==> src/rtl/mem_port_arb_pkg.sv <==
// Shared types and constants for the two-requester RAM port arbiter.
package mem_arb_pkg;

    localparam int NUM_REQ = 2;

    typedef logic req_id_t;

    // Byte-lane merge used wherever a masked write meets existing word contents.
    function automatic logic [3:0][7:0] merge_bytes(input logic [3:0][7:0] old_w,
                                                    input logic [3:0][7:0] new_w,
                                                    input logic [3:0]      mask);
        logic [3:0][7:0] res;
        for (int b = 0; b < 4; b++) begin
            res[b] = mask[b] ? new_w[b] : old_w[b];
        end
        return res;
    endfunction

endpackage

==> src/rtl/mem_port_arb_if.sv <==
// Bundle of both requester channels and the RAM port; slave = arbiter side.
interface mem_port_arb_if #(parameter int DEPTH = 8192);

    localparam int AW = $clog2(DEPTH) + 2;

    logic                t_r0_valid, t_r1_valid;
    logic                t_r0_ready, t_r1_ready;
    logic                t_r0_we, t_r1_we;
    logic [AW-1:0]       t_r0_addr, t_r1_addr;
    logic [3:0][7:0]     t_r0_data, t_r1_data;
    logic [3:0]          t_r0_mask, t_r1_mask;
    logic                i_r0_valid, i_r1_valid;
    logic                i_r0_ready, i_r1_ready;
    logic [3:0][7:0]     i_r0_data, i_r1_data;

    logic                i_mem_valid, i_mem_we, i_mem_ready;
    logic [AW-1:0]       i_mem_addr;
    logic [3:0][7:0]     i_mem_data;
    logic [3:0]          i_mem_mask;
    logic                t_mem_valid, t_mem_ready;
    logic [3:0][7:0]     t_mem_data;

    modport slave (
        input  t_r0_valid, t_r1_valid, t_r0_we, t_r1_we, t_r0_addr, t_r1_addr,
               t_r0_data, t_r1_data, t_r0_mask, t_r1_mask, i_r0_ready, i_r1_ready,
               i_mem_ready, t_mem_valid, t_mem_data,
        output t_r0_ready, t_r1_ready, i_r0_valid, i_r1_valid, i_r0_data, i_r1_data,
               i_mem_valid, i_mem_we, i_mem_addr, i_mem_data, i_mem_mask, t_mem_ready
    );

    modport master (
        output t_r0_valid, t_r1_valid, t_r0_we, t_r1_we, t_r0_addr, t_r1_addr,
               t_r0_data, t_r1_data, t_r0_mask, t_r1_mask, i_r0_ready, i_r1_ready,
               i_mem_ready, t_mem_valid, t_mem_data,
        input  t_r0_ready, t_r1_ready, i_r0_valid, i_r1_valid, i_r0_data, i_r1_data,
               i_mem_valid, i_mem_we, i_mem_addr, i_mem_data, i_mem_mask, t_mem_ready
    );

endinterface

==> src/rtl/mem_port_arb_rsp_skid.sv <==
// One-entry response skid buffer: passes the RAM response straight through, holds it when stalled.
module mem_arb_rsp_skid (
    input  logic            clk,
    input  logic            rstf,
    input  logic            i_present,
    input  logic [3:0][7:0] i_data,
    input  logic            i_ready,
    output logic            o_valid,
    output logic [3:0][7:0] o_data,
    output logic            o_buf_v
);

    logic            r_buf_v;
    logic [3:0][7:0] r_buf_data;

    // The arbiter never issues a new read while the buffer is full, so present and buffered never collide.
    always_ff @(posedge clk or negedge rstf) begin
        if (!rstf) begin
            r_buf_v    <= 1'b0;
            r_buf_data <= '0;
        end else if (r_buf_v) begin
            if (i_ready) r_buf_v <= 1'b0;
        end else if (i_present && !i_ready) begin
            r_buf_v    <= 1'b1;
            r_buf_data <= i_data;
        end
    end

    assign o_valid = r_buf_v | i_present;
    assign o_data  = r_buf_v ? r_buf_data : i_data;
    assign o_buf_v = r_buf_v;

endmodule

==> src/rtl/mem_port_arb.sv <==
// Shares one RAM port between fetch (r0) and load/store (r1); define MEM_ARB_RR_EN for round-robin.
module mem_port_arb
    import mem_arb_pkg::*;
#(
    parameter int DEPTH = 8192
) (
    input  logic           clk,
    input  logic           rstf,
    mem_port_arb_if.slave  bus
);

    localparam int AW = $clog2(DEPTH) + 2;

    typedef struct packed {
        logic            we;
        logic [AW-1:0]   addr;
        logic [3:0][7:0] data;
        logic [3:0]      mask;
    } mem_req_t;

    mem_req_t             w_req [NUM_REQ];
    mem_req_t             w_sel_req;
    logic [NUM_REQ-1:0]   w_req_valid, w_rsp_ready, w_rsp_valid, w_buf_v;
    logic [NUM_REQ-1:0]   w_elig, w_grant, w_present;
    logic [3:0][7:0]      w_rsp_data [NUM_REQ];
    req_id_t              w_sel_id;
    logic                 w_any, w_hs;

    logic                 r_inflight;
    req_id_t              r_rsp_id;

    always_comb begin
        w_req[0]    = '{we: bus.t_r0_we, addr: bus.t_r0_addr, data: bus.t_r0_data, mask: bus.t_r0_mask};
        w_req[1]    = '{we: bus.t_r1_we, addr: bus.t_r1_addr, data: bus.t_r1_data, mask: bus.t_r1_mask};
        w_req_valid = {bus.t_r1_valid, bus.t_r0_valid};
        w_rsp_ready = {bus.i_r1_ready, bus.i_r0_ready};
    end

    // A read is only eligible if its response has a guaranteed landing spot next cycle; reset masks all requests.
    always_comb begin
        w_elig = '0;
        for (int k = 0; k < NUM_REQ; k++) begin
            w_elig[k] = rstf & w_req_valid[k] &
                        (w_req[k].we | (!w_buf_v[k] &
                         (!(r_inflight && (r_rsp_id == req_id_t'(k))) | w_rsp_ready[k])));
        end
    end

    assign w_any = |w_elig;
    assign w_hs  = w_any & bus.i_mem_ready;

`ifdef MEM_ARB_RR_EN
    req_id_t r_last;

    always_comb begin
        if (&w_elig) w_sel_id = ~r_last;
        else         w_sel_id = req_id_t'(w_elig[1]);
    end

    // Resetting to r1 as last winner gives r0 the first tie.
    always_ff @(posedge clk or negedge rstf) begin
        if (!rstf)     r_last <= 1'b1;
        else if (w_hs) r_last <= w_sel_id;
    end
`else
    assign w_sel_id = req_id_t'(!w_elig[0] && w_elig[1]);
`endif

    always_comb begin
        w_grant           = '0;
        w_grant[w_sel_id] = w_any;
        w_sel_req         = w_req[w_sel_id];
    end

    assign bus.i_mem_valid = w_any;
    assign bus.i_mem_we    = w_sel_req.we;
    assign bus.i_mem_addr  = w_sel_req.addr;
    assign bus.i_mem_data  = w_sel_req.data;
    assign bus.i_mem_mask  = w_sel_req.mask;
    assign bus.t_mem_ready = 1'b1;
    assign bus.t_r0_ready  = w_grant[0] & bus.i_mem_ready;
    assign bus.t_r1_ready  = w_grant[1] & bus.i_mem_ready;

    // The RAM's valid is not reset, so a response is only trusted while a read is known to be outstanding.
    always_ff @(posedge clk or negedge rstf) begin
        if (!rstf) begin
            r_inflight <= 1'b0;
            r_rsp_id   <= 1'b0;
        end else begin
            r_inflight <= w_hs & !w_sel_req.we;
            if (w_hs && !w_sel_req.we) r_rsp_id <= w_sel_id;
        end
    end

    always_comb begin
        w_present = '0;
        for (int k = 0; k < NUM_REQ; k++) begin
            w_present[k] = bus.t_mem_valid & r_inflight & (r_rsp_id == req_id_t'(k));
        end
    end

    for (genvar k = 0; k < NUM_REQ; k++) begin : g_skid
        mem_arb_rsp_skid u_skid (
            .clk       (clk),
            .rstf      (rstf),
            .i_present (w_present[k]),
            .i_data    (bus.t_mem_data),
            .i_ready   (w_rsp_ready[k]),
            .o_valid   (w_rsp_valid[k]),
            .o_data    (w_rsp_data[k]),
            .o_buf_v   (w_buf_v[k])
        );
    end

    assign bus.i_r0_valid = w_rsp_valid[0];
    assign bus.i_r1_valid = w_rsp_valid[1];
    assign bus.i_r0_data  = w_rsp_data[0];
    assign bus.i_r1_data  = w_rsp_data[1];

endmodule

==> src/flat_wrapper.sv <==
// flat-port wrapper written by rule: the top's interface ports become plain ports
module mem_port_arb_flat import mem_arb_pkg::*;
#(
    parameter int DEPTH = 8192
)
  (clk, rstf, bus_t_r0_valid, bus_t_r1_valid, bus_t_r0_we, bus_t_r1_we, bus_t_r0_addr, bus_t_r1_addr, bus_t_r0_data, bus_t_r1_data, bus_t_r0_mask, bus_t_r1_mask, bus_i_r0_ready, bus_i_r1_ready, bus_i_mem_ready, bus_t_mem_valid, bus_t_mem_data, bus_t_r0_ready, bus_t_r1_ready, bus_i_r0_valid, bus_i_r1_valid, bus_i_r0_data, bus_i_r1_data, bus_i_mem_valid, bus_i_mem_we, bus_i_mem_addr, bus_i_mem_data, bus_i_mem_mask, bus_t_mem_ready);
  mem_port_arb_if #(.DEPTH(DEPTH)) bus_i ();
  input  logic clk;
  input  logic rstf;
  input wire logic [$bits(bus_i.t_r0_valid)-1:0] bus_t_r0_valid;
  input wire logic [$bits(bus_i.t_r1_valid)-1:0] bus_t_r1_valid;
  input wire logic [$bits(bus_i.t_r0_we)-1:0] bus_t_r0_we;
  input wire logic [$bits(bus_i.t_r1_we)-1:0] bus_t_r1_we;
  input wire logic [$bits(bus_i.t_r0_addr)-1:0] bus_t_r0_addr;
  input wire logic [$bits(bus_i.t_r1_addr)-1:0] bus_t_r1_addr;
  input wire logic [$bits(bus_i.t_r0_data)-1:0] bus_t_r0_data;
  input wire logic [$bits(bus_i.t_r1_data)-1:0] bus_t_r1_data;
  input wire logic [$bits(bus_i.t_r0_mask)-1:0] bus_t_r0_mask;
  input wire logic [$bits(bus_i.t_r1_mask)-1:0] bus_t_r1_mask;
  input wire logic [$bits(bus_i.i_r0_ready)-1:0] bus_i_r0_ready;
  input wire logic [$bits(bus_i.i_r1_ready)-1:0] bus_i_r1_ready;
  input wire logic [$bits(bus_i.i_mem_ready)-1:0] bus_i_mem_ready;
  input wire logic [$bits(bus_i.t_mem_valid)-1:0] bus_t_mem_valid;
  input wire logic [$bits(bus_i.t_mem_data)-1:0] bus_t_mem_data;
  output wire logic [$bits(bus_i.t_r0_ready)-1:0] bus_t_r0_ready;
  output wire logic [$bits(bus_i.t_r1_ready)-1:0] bus_t_r1_ready;
  output wire logic [$bits(bus_i.i_r0_valid)-1:0] bus_i_r0_valid;
  output wire logic [$bits(bus_i.i_r1_valid)-1:0] bus_i_r1_valid;
  output wire logic [$bits(bus_i.i_r0_data)-1:0] bus_i_r0_data;
  output wire logic [$bits(bus_i.i_r1_data)-1:0] bus_i_r1_data;
  output wire logic [$bits(bus_i.i_mem_valid)-1:0] bus_i_mem_valid;
  output wire logic [$bits(bus_i.i_mem_we)-1:0] bus_i_mem_we;
  output wire logic [$bits(bus_i.i_mem_addr)-1:0] bus_i_mem_addr;
  output wire logic [$bits(bus_i.i_mem_data)-1:0] bus_i_mem_data;
  output wire logic [$bits(bus_i.i_mem_mask)-1:0] bus_i_mem_mask;
  output wire logic [$bits(bus_i.t_mem_ready)-1:0] bus_t_mem_ready;
  assign bus_i.t_r0_valid = bus_t_r0_valid;
  assign bus_i.t_r1_valid = bus_t_r1_valid;
  assign bus_i.t_r0_we = bus_t_r0_we;
  assign bus_i.t_r1_we = bus_t_r1_we;
  assign bus_i.t_r0_addr = bus_t_r0_addr;
  assign bus_i.t_r1_addr = bus_t_r1_addr;
  assign bus_i.t_r0_data = bus_t_r0_data;
  assign bus_i.t_r1_data = bus_t_r1_data;
  assign bus_i.t_r0_mask = bus_t_r0_mask;
  assign bus_i.t_r1_mask = bus_t_r1_mask;
  assign bus_i.i_r0_ready = bus_i_r0_ready;
  assign bus_i.i_r1_ready = bus_i_r1_ready;
  assign bus_i.i_mem_ready = bus_i_mem_ready;
  assign bus_i.t_mem_valid = bus_t_mem_valid;
  assign bus_i.t_mem_data = bus_t_mem_data;
  assign bus_t_r0_ready = bus_i.t_r0_ready;
  assign bus_t_r1_ready = bus_i.t_r1_ready;
  assign bus_i_r0_valid = bus_i.i_r0_valid;
  assign bus_i_r1_valid = bus_i.i_r1_valid;
  assign bus_i_r0_data = bus_i.i_r0_data;
  assign bus_i_r1_data = bus_i.i_r1_data;
  assign bus_i_mem_valid = bus_i.i_mem_valid;
  assign bus_i_mem_we = bus_i.i_mem_we;
  assign bus_i_mem_addr = bus_i.i_mem_addr;
  assign bus_i_mem_data = bus_i.i_mem_data;
  assign bus_i_mem_mask = bus_i.i_mem_mask;
  assign bus_t_mem_ready = bus_i.t_mem_ready;
  mem_port_arb #(.DEPTH(DEPTH)) u_core (.clk(clk), .rstf(rstf), .bus(bus_i));
endmodule
==> config.mk <==
export PLATFORM = sky130hd
export DESIGN_NAME = mem_port_arb_flat
export DESIGN_NICKNAME = d
export VERILOG_FILES = /design/src/rtl/mem_port_arb_pkg.sv /design/src/rtl/mem_port_arb_if.sv /design/src/rtl/mem_port_arb_rsp_skid.sv /design/src/rtl/mem_port_arb.sv /design/src/flat_wrapper.sv
export SDC_FILE = /design/constraint.sdc
export NUM_CORES = 1
export LEC_CHECK = 0
export ABC_AREA = 1
export BUFFER_PORTS_ARGS = -buffer_cell sky130_fd_sc_hd__buf_4
export CORE_UTILIZATION = 39
export CTS_BUF_LIST = sky130_fd_sc_hd__clkbuf_4
export CTS_CLUSTER_DIAMETER = 40
export DETAILED_ROUTE_END_ITERATION = 10
export PLACE_DENSITY = 0.89
export RECOVER_POWER = 100
export SYNTH_ARGS = -nofsm -noshare
export SYNTH_HDL_FRONTEND = slang
export SYNTH_SLANG_ARGS = --single-unit
==> constraint.sdc <==
create_clock -name clk -period 1.3 [get_ports clk]
set_input_delay 0.195 -clock clk [delete_from_list [all_inputs] [get_ports clk]]
set_output_delay 0.195 -clock clk [all_outputs]
set_load 0.1 [all_outputs]
==> impl_metrics.tcl, run 1 <==
set metrics [dict create \
    outcome "did not finish" \
    stop_stage "4_1_cts" \
    toolErrorMsg "[ERROR DPL-0038] Utilization greater than 100%, impossible to legalize" \
    syn-num-nets 737 \
    initial_utilization_pct 40.2 \
    die_height_um 102 \
    ys_ff_latch 68 \
    synth_top_area_cell "dfrtp_1" \
    cts_resized 564 \
    cts.sinks 68 \
    cts-root-buf "clkbuf_4" \
    synth_fa_ha_area_share_pct 0 \
    ios 266 \
    synth.distinct_cells 21 \
    hpwl_mm 13.1 \
    dp_cells 980 \
    synth_simple_gate_area_share_pct 30.3 \
    clockBufferDepth 2 \
    muxShareOfSynthArea_pct 0 \
    syn_avg_cell_area_um2 6.63 \
    yosysTopAreaCellShare_pct 43.3 \
    die_x_um 102 \
    synth-xor-area-share_pct 0 \
    place.gp.congestion 0.876 \
    syn_inst 593 \
    synth_top_family_by_area "simple AND/OR/NAND/NOR gates" \
    h-tree-depth 3 \
    cts_hold_buf 1 \
    syn_area_mm2 0.00393 \
    io_buffers 264 \
    synth_compound_area_share_pct 16.9 \
    placementRows 36 \
    post_cts_buffers 10 \
    cts_made_buffers 9 \
    ys_warn_count 0 \
    yosysSeqAreaShare_pct 43.3 \
    synth_area_leaders "dfrtp_1 (43%), nand2_1 (28%), o21ai_0 (14%)" \
]
cell families after synthesis:
family | Yosys count
AND/OR/NAND/NOR | 310
AO/OA/AOI/OAI | 132
buffers and inverters | 82
flip-flops | 68
other | 1
cells in the mapped netlist:
cell type and number:
nand2_1 298, o21ai_0 108, dfrtp_1 68, inv_1 42, o21ai_1 20, clkbuf_1 19
buf_2 10, nand3_1 5, buf_6 4, a21oi_1 3, nor2_1 3, clkbuf_2 2
inv_2 2, nand2_2 2, a21oi_2 1, buf_4 1, buf_8 1, conb_1 1
inv_6 1, nand2_4 1, nand4_2 1
metrics by stage:
step	worst slack, ns	util (%)	hold WS, ns	area [um2]
3_5_place_dp	-0.591	80.1	0.357	7830
2_1_floorplan	-0.289	-	-0.101	5700
3_3_place_gp	-0.546	80.1	0.358	7830
==> inputs of run 2 (changes only) <==
--- a/config.mk
+++ b/config.mk
@@ -7,11 +7,9 @@
 export LEC_CHECK = 0
 export ABC_AREA = 1
 export BUFFER_PORTS_ARGS = -buffer_cell sky130_fd_sc_hd__buf_4
-export CORE_UTILIZATION = 39
-export CTS_BUF_LIST = sky130_fd_sc_hd__clkbuf_4
-export CTS_CLUSTER_DIAMETER = 40
+export CORE_UTILIZATION = 28
 export DETAILED_ROUTE_END_ITERATION = 10
-export PLACE_DENSITY = 0.89
+export PLACE_DENSITY_LB_ADDON = 0.15
 export RECOVER_POWER = 100
 export SYNTH_ARGS = -nofsm -noshare
 export SYNTH_HDL_FRONTEND = slang
==> constraint.sdc (replaced) <==
create_clock -name clk -period 1.7 [get_ports clk]
set_input_delay 0.255 -clock clk [delete_from_list [all_inputs] [get_ports clk]]
set_output_delay 0.255 -clock clk [all_outputs]
set_load 0.1 [all_outputs]
==> impl_metrics.tcl, run 2 <==
set metrics [dict create \
    outcome "complete, but fails checks" \
    violations "negative setup slack" \
    drive_gt1_share_pct 62.1 \
    syn_area_mm2 0.00393 \
    place_ws_ns -0.169 \
    rsz0062_at_grt "yes" \
    cts_tree "yes" \
    cp_common_cell "nand2_4" \
    grt_first_pass_wirelength_mm 29.8 \
    first_global_vias 5494 \
    drtIter0Drc 213 \
    placementRows 42 \
    synth_commonest_cells "nand2_1 (298), o21ai_0 (108), dfrtp_1 (68)" \
    die_area_mm2 0.0145 \
    syn_inst 593 \
    via_per_inst 4.94 \
    setup_tns_ns -29.28 \
    critPathMaxStageDelay_ns 0.42 \
    ys_warn_count 0 \
    leakage_nw 4.67 \
    grt_usage_pct 27.0 \
    async_flop_share_pct 100 \
    postLayoutCoreUtil_pct 73.5 \
    p_per_area_mw_per_mm2 858 \
    cp-start-kind "register" \
    synth_ff_type "dfrtp_1" \
    ios 266 \
    place_area_mm2 0.00730 \
    peakVddDrop_mv 0.615 \
    ant_nets 0 \
    mostFrequentLayoutCell "buf_4" \
    dp_cells 1022 \
    initial_utilization_pct 29.2 \
    seqCellArea_mm2 0.00171 \
    cp.required_ns 1.44 \
    overflow 0 \
    multi_input_area_mm2 0.00329 \
    drcViolationCount 0 \
    synth_top_area_cell "dfrtp_1" \
    clockBufferDepth 2 \
    synth_edf_count 0 \
    reg2regPathDepth 6 \
    h-tree-depth 3 \
    max_clock_freq_mhz 472 \
    die_x_um 121 \
    place.gp.congestion 0.793 \
    synthToLayoutAreaGrowth_pct 151 \
    relSlewSlack_pct 41.7 \
    die_height_um 121 \
    setup_violations 119 \
    crit_fanout 9 \
    synth_area_leaders "dfrtp_1 (43%), nand2_1 (28%), o21ai_0 (14%)" \
    min_path_type "in -> reg" \
    regMostFlops "u_core.g_skid.u_skid.r_buf_data" \
    synth.distinct_cells 21 \
    core-area_mm2 0.0135 \
    ys_ff_latch 68 \
    antenna_found_initial 6 \
    yosysMostFrequentCell "nand2_1" \
    cts_made_buffers 9 \
    io_buffers 264 \
    largest_reg_flops 64 \
    syn-num-nets 737 \
    stdcell_count 1059 \
    num_vias 5234 \
    final_cell_mix "buf_4 (155), nand2_1 (151), buf_12 (123)" \
    insertion_delay_ns 0.33 \
    wl_mm 20.4 \
    cts.sinks 68 \
    syn_avg_cell_area_um2 6.63 \
    layout_setup_ws_ns -0.419 \
    crit_type "reg -> out" \
    grt_max_degree 65 \
    crit_slowest_cell "dfrtp_1" \
    finalHoldViolCount 0 \
    nFillCells 878 \
    worstPathCellList "nand3_1 > nand2_2 > a21oi_4 > nand2_4 > clkinv_8 > clkbuf_16 > nand2_1 > nand2_4 > buf_12" \
    finalCritPeriodShare_pct 125 \
    cap_viol_max_count 0 \
    cts-root-buf "clkbuf_16" \
    drv_slew 0 \
    yosysSeqAreaShare_pct 43.3 \
    clk_pin_slew_ns 0.06 \
    hold_depth 2 \
    yosysTopAreaCellShare_pct 43.3 \
    tightestPinTransition_ns 0.874 \
    routedWlPerCell_um 19.3 \
    arrival_ns 1.86 \
    fin_crit_ns 2.12 \
    nNetsFinal 1016 \
    stdcell_area_mm2 0.00989 \
    hpwl_mm 12.1 \
    dr.pass1.iters 5 \
    critPathCaptureType "primary output" \
    fin_skew_ns 0.00485 \
]
==> run 2: logic make-up after synthesis <==
family	count (synthesis)	share of synthesized area, %
AO/OA/AOI/OAI	132	16.9
buffers and inverters	82	9.48
flip-flops	68	43.3
other	1	0.0953
AND/OR/NAND/NOR	310	30.3
==> run 2: per-layer routing <==
layer	global-route usage (%)	vias up	wire length, um
met5	0	-	0
met4	13.3	0	689
met3	6.23	38	1330
met2	48.6	217	11000
met1	29.6	2553	7460
li1	-	2426	-
==> run 2: what timing repair did <==
action	in CTS	in global routing
hold buffers	1	0
pin swaps	40	8
endpoints found under the setup margin	119	119
setup buffers	3	2
resized for setup	466	44
endpoints found under the hold margin	2	0
gates cloned	10	3
==> run 2: cell type report <==
class	count	share of cell area, %
Clock inverter	5	0.848
Timing Repair Buffer	305	41.9
Sequential cell	68	17.3
Clock buffer	11	2.45
Multi-Input combinational cell	443	33.3
Tap cell	176	2.23
Inverter	45	1.83
Antenna cell	6	0.152
==> run 2: worst paths after layout <==
kind,start,end,slack [ns]
setup / recovery,u_core.r_inflight,bus_i_mem_mask[1],-0.42
hold / removal,bus_i_r1_ready,u_core.g_skid[1].u_skid.o_buf_v,0.08
setup reg to reg,u_core.g_skid[1].u_skid.o_buf_v,u_core.g_skid[1].u_skid.r_buf_data[13],0
hold reg to reg,u_core.g_skid[0].u_skid.r_buf_data[19],u_core.g_skid[0].u_skid.r_buf_data[19],0.49
max in group asynchronous,rstf,u_core.g_skid[0].u_skid.o_buf_v,0.89
min in group asynchronous,rstf,u_core.g_skid[1].u_skid.o_buf_v,0.20
==> run 2: where the power goes <==
part,switching (W),internal (W),leakage (nW),total (W)
registers,0.000270,0.00201,0.889,0.00228
clock network,0.000704,0.00133,0.152,0.00203
logic,0.00261,0.00156,3.62,0.00418
==> run 2: critical path, delay by kind of cell, from the launching register on <==
family                 cells  cell delay [ns]
buffers and inverters      3             0.46
AND/OR/NAND/NOR            5             0.49
flip-flops                 1             0.42
AO/OA/AOI/OAI              1             0.16
==> run 2: stage by stage <==
step / total power [W] / hold slack [ns]
finish: 0.00848 / 0.0769
global route: 0.00879 / 0.0758
CTS: 0.00842 / 0.0587
detailed placement: 0.00552 / 0.0805
global placement: 0.00546 / 0.0837
floorplan: 0.00475 / -0.0406
Note: power is estimated with default switching activity, not from simulation.
